## config.mk

```make
export PLATFORM = sky130hd
export DESIGN_NAME = fifo_rd_ctrl
export DESIGN_NICKNAME = d
export VERILOG_FILES = /design/src/rtl/fifo_pkg.sv /design/src/rtl/fifo_rd_ctrl.sv
export SDC_FILE = /design/constraint.sdc
export NUM_CORES = 1
export LEC_CHECK = 0
export ABC_AREA = 1
export ABC_CLOCK_PERIOD_IN_PS = 5300
export CORE_ASPECT_RATIO = 0.5
export CORE_MARGIN = 2
export CORE_UTILIZATION = 44
export CTS_CLUSTER_DIAMETER = 200
export DETAILED_ROUTE_END_ITERATION = 16
export HOLD_SLACK_MARGIN = 0.1
export PLACE_DENSITY_LB_ADDON = 0.25
export SKIP_CTS_REPAIR_TIMING = 1
export SYNTH_ARGS = -nofsm -noshare
export SYNTH_HDL_FRONTEND = slang
export SYNTH_SLANG_ARGS = --single-unit
```

## constraint.sdc

```tcl
create_clock -name rd_clk -period 5.3 [get_ports rd_clk]
set_input_delay 1.06 -clock rd_clk [delete_from_list [all_inputs] [get_ports rd_clk]]
set_output_delay 1.06 -clock rd_clk [all_outputs]
set_load 0.01 [all_outputs]
```

## src/rtl/fifo_pkg.sv

```systemverilog
// Shared FIFO definitions: default geometry, read-side state encoding and
// the Gray/binary pointer conversions used by both clock domains.
package fifo_pkg;

    localparam int unsigned FIFO_DATA_WIDTH = 16;
    localparam int unsigned FIFO_PTR_WIDTH  = 8;

    typedef enum logic {
        RD_EMPTY = 1'b0,
        RD_VALID = 1'b1
    } rd_state_e;

    // Width-agnostic: callers zero-extend to 32 bits and truncate the result.
    function automatic logic [31:0] bin2gray(input logic [31:0] b);
        return b ^ (b >> 1);
    endfunction

    // Prefix XOR from the MSB down, done with doubling shifts.
    function automatic logic [31:0] gray2bin(input logic [31:0] g);
        logic [31:0] b;
        b = g;
        b = b ^ (b >> 1);
        b = b ^ (b >> 2);
        b = b ^ (b >> 4);
        b = b ^ (b >> 8);
        b = b ^ (b >> 16);
        return b;
    endfunction

endpackage

```

## src/rtl/fifo_rd_ctrl.sv

```systemverilog
// Read-side controller of an async FIFO: FWFT head word straight off the RAM
// read port, Gray read pointer back to the write domain, level/status flags.
module fifo_rd_ctrl
    import fifo_pkg::*;
#(
    parameter int unsigned DATA_WIDTH      = FIFO_DATA_WIDTH,
    parameter int unsigned PTR_WIDTH       = FIFO_PTR_WIDTH,
    parameter int unsigned ALMOST_EMPTY_TH = 4
) (
    input  logic                  rd_clk,
    input  logic                  rd_rst_n,
    input  logic [PTR_WIDTH:0]    w2r_w_ptr_gray,
    input  logic                  rd_ready,
    input  logic [DATA_WIDTH-1:0] ram_rdata,
    output logic                  ram_rd_en,
    output logic [PTR_WIDTH-1:0]  ram_rd_addr,
    output logic [PTR_WIDTH:0]    rd_ptr_gray,
    output logic [DATA_WIDTH-1:0] dout,
    output logic                  dout_valid,
    output logic                  empty,
    output logic                  almost_empty,
    output logic [PTR_WIDTH:0]    rd_level,
    output logic                  underflow
);

    localparam int unsigned PW1 = PTR_WIDTH + 1;

    rd_state_e            state_q;
    logic [PTR_WIDTH:0]   rd_ptr_bin_q;
    logic [PTR_WIDTH:0]   rd_ptr_bin_d;
    logic [PTR_WIDTH:0]   rd_ptr_gray_q;
    logic                 underflow_q;
    logic [PTR_WIDTH:0]   wbin;
    logic [PTR_WIDTH:0]   fill;
    logic                 fetch;

    // The extra wrap bit lets fill reach 2^PTR_WIDTH when the RAM is full.
    always_comb begin
        wbin         = PW1'(gray2bin(32'(w2r_w_ptr_gray)));
        fill         = wbin - rd_ptr_bin_q;
        fetch        = rd_rst_n && (fill != '0) && ((state_q == RD_EMPTY) || rd_ready);
        rd_ptr_bin_d = rd_ptr_bin_q + PW1'(fetch);
    end

    always_ff @(posedge rd_clk or negedge rd_rst_n) begin
        if (!rd_rst_n) begin
            state_q       <= RD_EMPTY;
            rd_ptr_bin_q  <= '0;
            rd_ptr_gray_q <= '0;
            underflow_q   <= 1'b0;
        end else begin
            rd_ptr_bin_q  <= rd_ptr_bin_d;
            rd_ptr_gray_q <= PW1'(bin2gray(32'(rd_ptr_bin_q)));
            underflow_q   <= rd_ready && (state_q == RD_EMPTY);
            case (state_q)
                RD_EMPTY: if (fetch) state_q <= RD_VALID;
                RD_VALID: if (rd_ready && !fetch) state_q <= RD_EMPTY;
                default:  state_q <= RD_EMPTY;
            endcase
        end
    end

    assign ram_rd_en    = fetch;
    assign ram_rd_addr  = rd_ptr_bin_q[PTR_WIDTH-1:0];
    assign rd_ptr_gray  = rd_ptr_gray_q;
    assign dout         = ram_rdata;
    assign dout_valid   = (state_q == RD_VALID);
    assign empty        = !dout_valid;
    // Forced to zero in reset so a stale write pointer cannot show a level.
    assign rd_level     = rd_rst_n ? (fill + PW1'(dout_valid)) : '0;
    assign almost_empty = (32'(rd_level) <= ALMOST_EMPTY_TH);
    assign underflow    = underflow_q;

endmodule

```

==> out/results.txt, run 1 <==
status - finished clean
Routed Antenna Nets - 0
Largest stage delay, worst path - 0.59 ns
commonest non-fill, non-tap cells in the layout - 42 x nand2_1, 32 x inv_1, 27 x clkdlybuf4s50_1
Tightest Pin Transition - 0.543 ns
Die Ht - 50.7 µm
Final Skew - 0.00896 ns
clock sink total - 20
initial antenna violation count - 0
Core Region - 4040 µm²
synthesis warning total - 0
vias in the first global route - 1563
P&R area growth vs syn - 31.9%
Synth cell types - 28
CP max stage cell - fa_2
final hold vios - 0
share of layout cells above drive strength 1 - 25.1%
Buffers on Ports - 42
max-slew violation count - 0
WL per Instance - 12.6 µm
Starting DRT DRC Count - 40
CTS tree - yes
Final Cycle Share - 96.7%
fin area - 2530 µm²
clock-pin slew on the worst setup and hold paths - 0.07 ns
starting density of the core - 47.4%
CTS Buffer Depth - 2
Max Freq - 0.195 GHz
FFs w/ async S/R, synth - 100%
routed vias/inst - 4.77
Clk Latency, worst-skew pair - 0.27 ns
Final #Nets - 327
IO Pins - 75
global-route wire length before repair - 6970 µm
vias - 1589
kind of end point of the critical path - output pin
drt total wl - 4200 µm
Post-Syn Area - 1920 µm²
Slew HR - 63.7%
smallest hold slack - 0.510 ns
DRC - 0
pwr/cell area - 700 nW/µm²
Std-Cell Rows - 16
post-synthesis sequential area ratio - 26.1%
Mapped Nets - 283
#FFs+latches synth - 20
Syn Area/Cell - 8.12 µm²
total grt overflow - 0
Mapped Cells - 236
Post-synth EDFFs - 0
Setup Viol. Count Final - 0
min Tclk post-route - 5.13 ns
Num CTS Buffers - 3
H-tree depth - 1
commonest non-fill, non-tap cell in the layout - nand2_1
prevailing post-synth register cell - dfrtp_1
Critical Path RT - 4.24 ns
Root Driver - clkbuf_8
crit path DAT - 4.07 ns
RSZ-0062 raised after global routing - yes
All-Layer GR Usage - 17.5%
largest net degree at the start of global routing - 21
worst-path maximum fanout - 3
diode count - 0
kind of critical path - in -> out
dpl hpwl - 3290 µm
die area - 4930 µm²
CP Cell Sequence - dlymetal6s2s_1 > xnor2_2 > xnor2_1 > xor2_2 > xor2_1 > inv_1 > ha_2 > inv_2 > fa_2 > ha_2 > inv_1 > nor2_4 > nand3_2 > nor2_4 > nand3_2 > nand2_1 > nor2_1 > nor2_1 > nand2_1 > nor2_2 > clkbuf_2
Tot Pwr - 1770 µW
Peak VDD IR - 0.000411 V
drt pass-1 iters - 4
Leakage - 0.00139 µW
die width - 97.3 µm
gpl congestion - 0.887
Max-Cap Viols - 0
Area after DPL - 2360 µm²
worst min path class - reg -> reg
Worst setup SP type - input pin
-- cell type report --
| type | count | area (µm²) |
|---|---|---|
| Tap cell | 54 | 67.6 |
| Fill cell | 366 | 1520 |
| Multi-Input combinational cell | 153 | 1130 |
| Sequential cell | 20 | 500 |
| Timing Repair Buffer | 65 | 616 |
| Clock buffer | 3 | 41.3 |
| Inverter | 37 | 139 |
| Clock inverter | 1 | 30.0 |
-- routing by layer --
metal / part of all wire, % / GRT usage, % / up-vias
met3: 5.0 / 3.62 / 18
met4: 2.0 / 5.79 / 0
li1: - / - / 795
met1: 48 / 23.7 / 728
met5: 0 / 0 / -
met2: 45 / 28.2 / 48
-- synth_stat cells (3+ instances only) --
master,count,area share [%]
nand2_2,7,2.3
nand4_1,5,1.6
dfrtp_1,20,26
a21oi_1,6,1.6
inv_2,4,0.78
nand3_1,12,3.1
nor2_1,13,2.5
inv_1,33,6.5
xor2_1,15,6.9
nor2_2,3,0.98
buf_4,25,9.8
nand3_2,4,2.1
xor2_2,3,2.5
ha_1,18,12
nand2_1,42,8.2
xnor2_1,8,3.7
-- stage by stage --
step,utilization (%),TNS [ns],setup WS [ns],cells
after floorplan,-,0,0.716,236
after global placement,58.4,-2.00,-0.379,327
after detailed placement,58.4,-2.15,-0.421,327
after CTS,60.2,-2.58,-0.459,331
after global routing,62.5,-0.0639,-0.0639,333
final,62.5,0,0.175,333
-- worst max-delay path, delay by kind of cell --
family,cells,cell delay (ns)
buffers and inverters,5,0.46
AND/OR/NAND/NOR,9,0.86
adder cells (fa/ha/maj),3,0.93
XOR/XNOR,4,0.76
-- final timing paths --
| path | start | endpoint | slack [ns] | cells past startpoint |
|---|---|---|---|---|
| hold reg to reg | rd_ptr_bin_q[8] | rd_ptr_gray[8] | 0.51 | 0 |
| setup / recovery | w2r_w_ptr_gray[5] | almost_empty | 0.17 | 21 |
| setup reg to reg | rd_ptr_bin_q[2] | rd_ptr_bin_q[8] | 2.32 | 15 |
| max in group asynchronous | rd_rst_n | rd_ptr_bin_q[3] | 3.49 | 2 |
| hold / removal | rd_ptr_bin_q[8] | rd_ptr_gray[8] | 0.51 | 0 |
| min in group asynchronous | rd_rst_n | rd_ptr_bin_q[4] | 1.59 | 2 |
-- flip-flops by register name (all words and copies together) (netlist names) --
signal and cells:
rd_ptr_bin_q 9, rd_ptr_gray 9, dout_valid 1, underflow 1
-- power breakdown --
| part | internal, µW | total (µW) | leakage, µW | switching, µW |
|---|---|---|---|---|
| registers | 224 | 282 | 0.000233 | 57.2 |
| clock network | 101 | 157 | 0.0000357 | 56.0 |
| logic | 619 | 1330 | 0.00112 | 711 |
| total | 944 | 1770 | 0.00139 | 824 |
-- logic make-up after synthesis --
group / count (synthesis) / synth area share (%)
AOI/OAI and AO/OA: 13 / 4.24
xor gates and xnor gates: 28 / 14.8
adders and majority gates: 19 / 12.8
buffers and inverters: 63 / 17.6
DFF: 20 / 26.1
and+or+nand+nor: 93 / 24.5
No activity file was read; power rests on OpenSTA's default activity.
==> run 2: changes to the inputs <==
--- a/config.mk
+++ b/config.mk
@@ -15,6 +15,7 @@
 export HOLD_SLACK_MARGIN = 0.1
 export PLACE_DENSITY_LB_ADDON = 0.25
 export SKIP_CTS_REPAIR_TIMING = 1
+export SLEW_MARGIN = 0
 export SYNTH_ARGS = -nofsm -noshare
 export SYNTH_HDL_FRONTEND = slang
 export SYNTH_SLANG_ARGS = --single-unit
==> results of run 2 <==
Same layout as run 1: the final DEF is identical, and so are final timing and power.
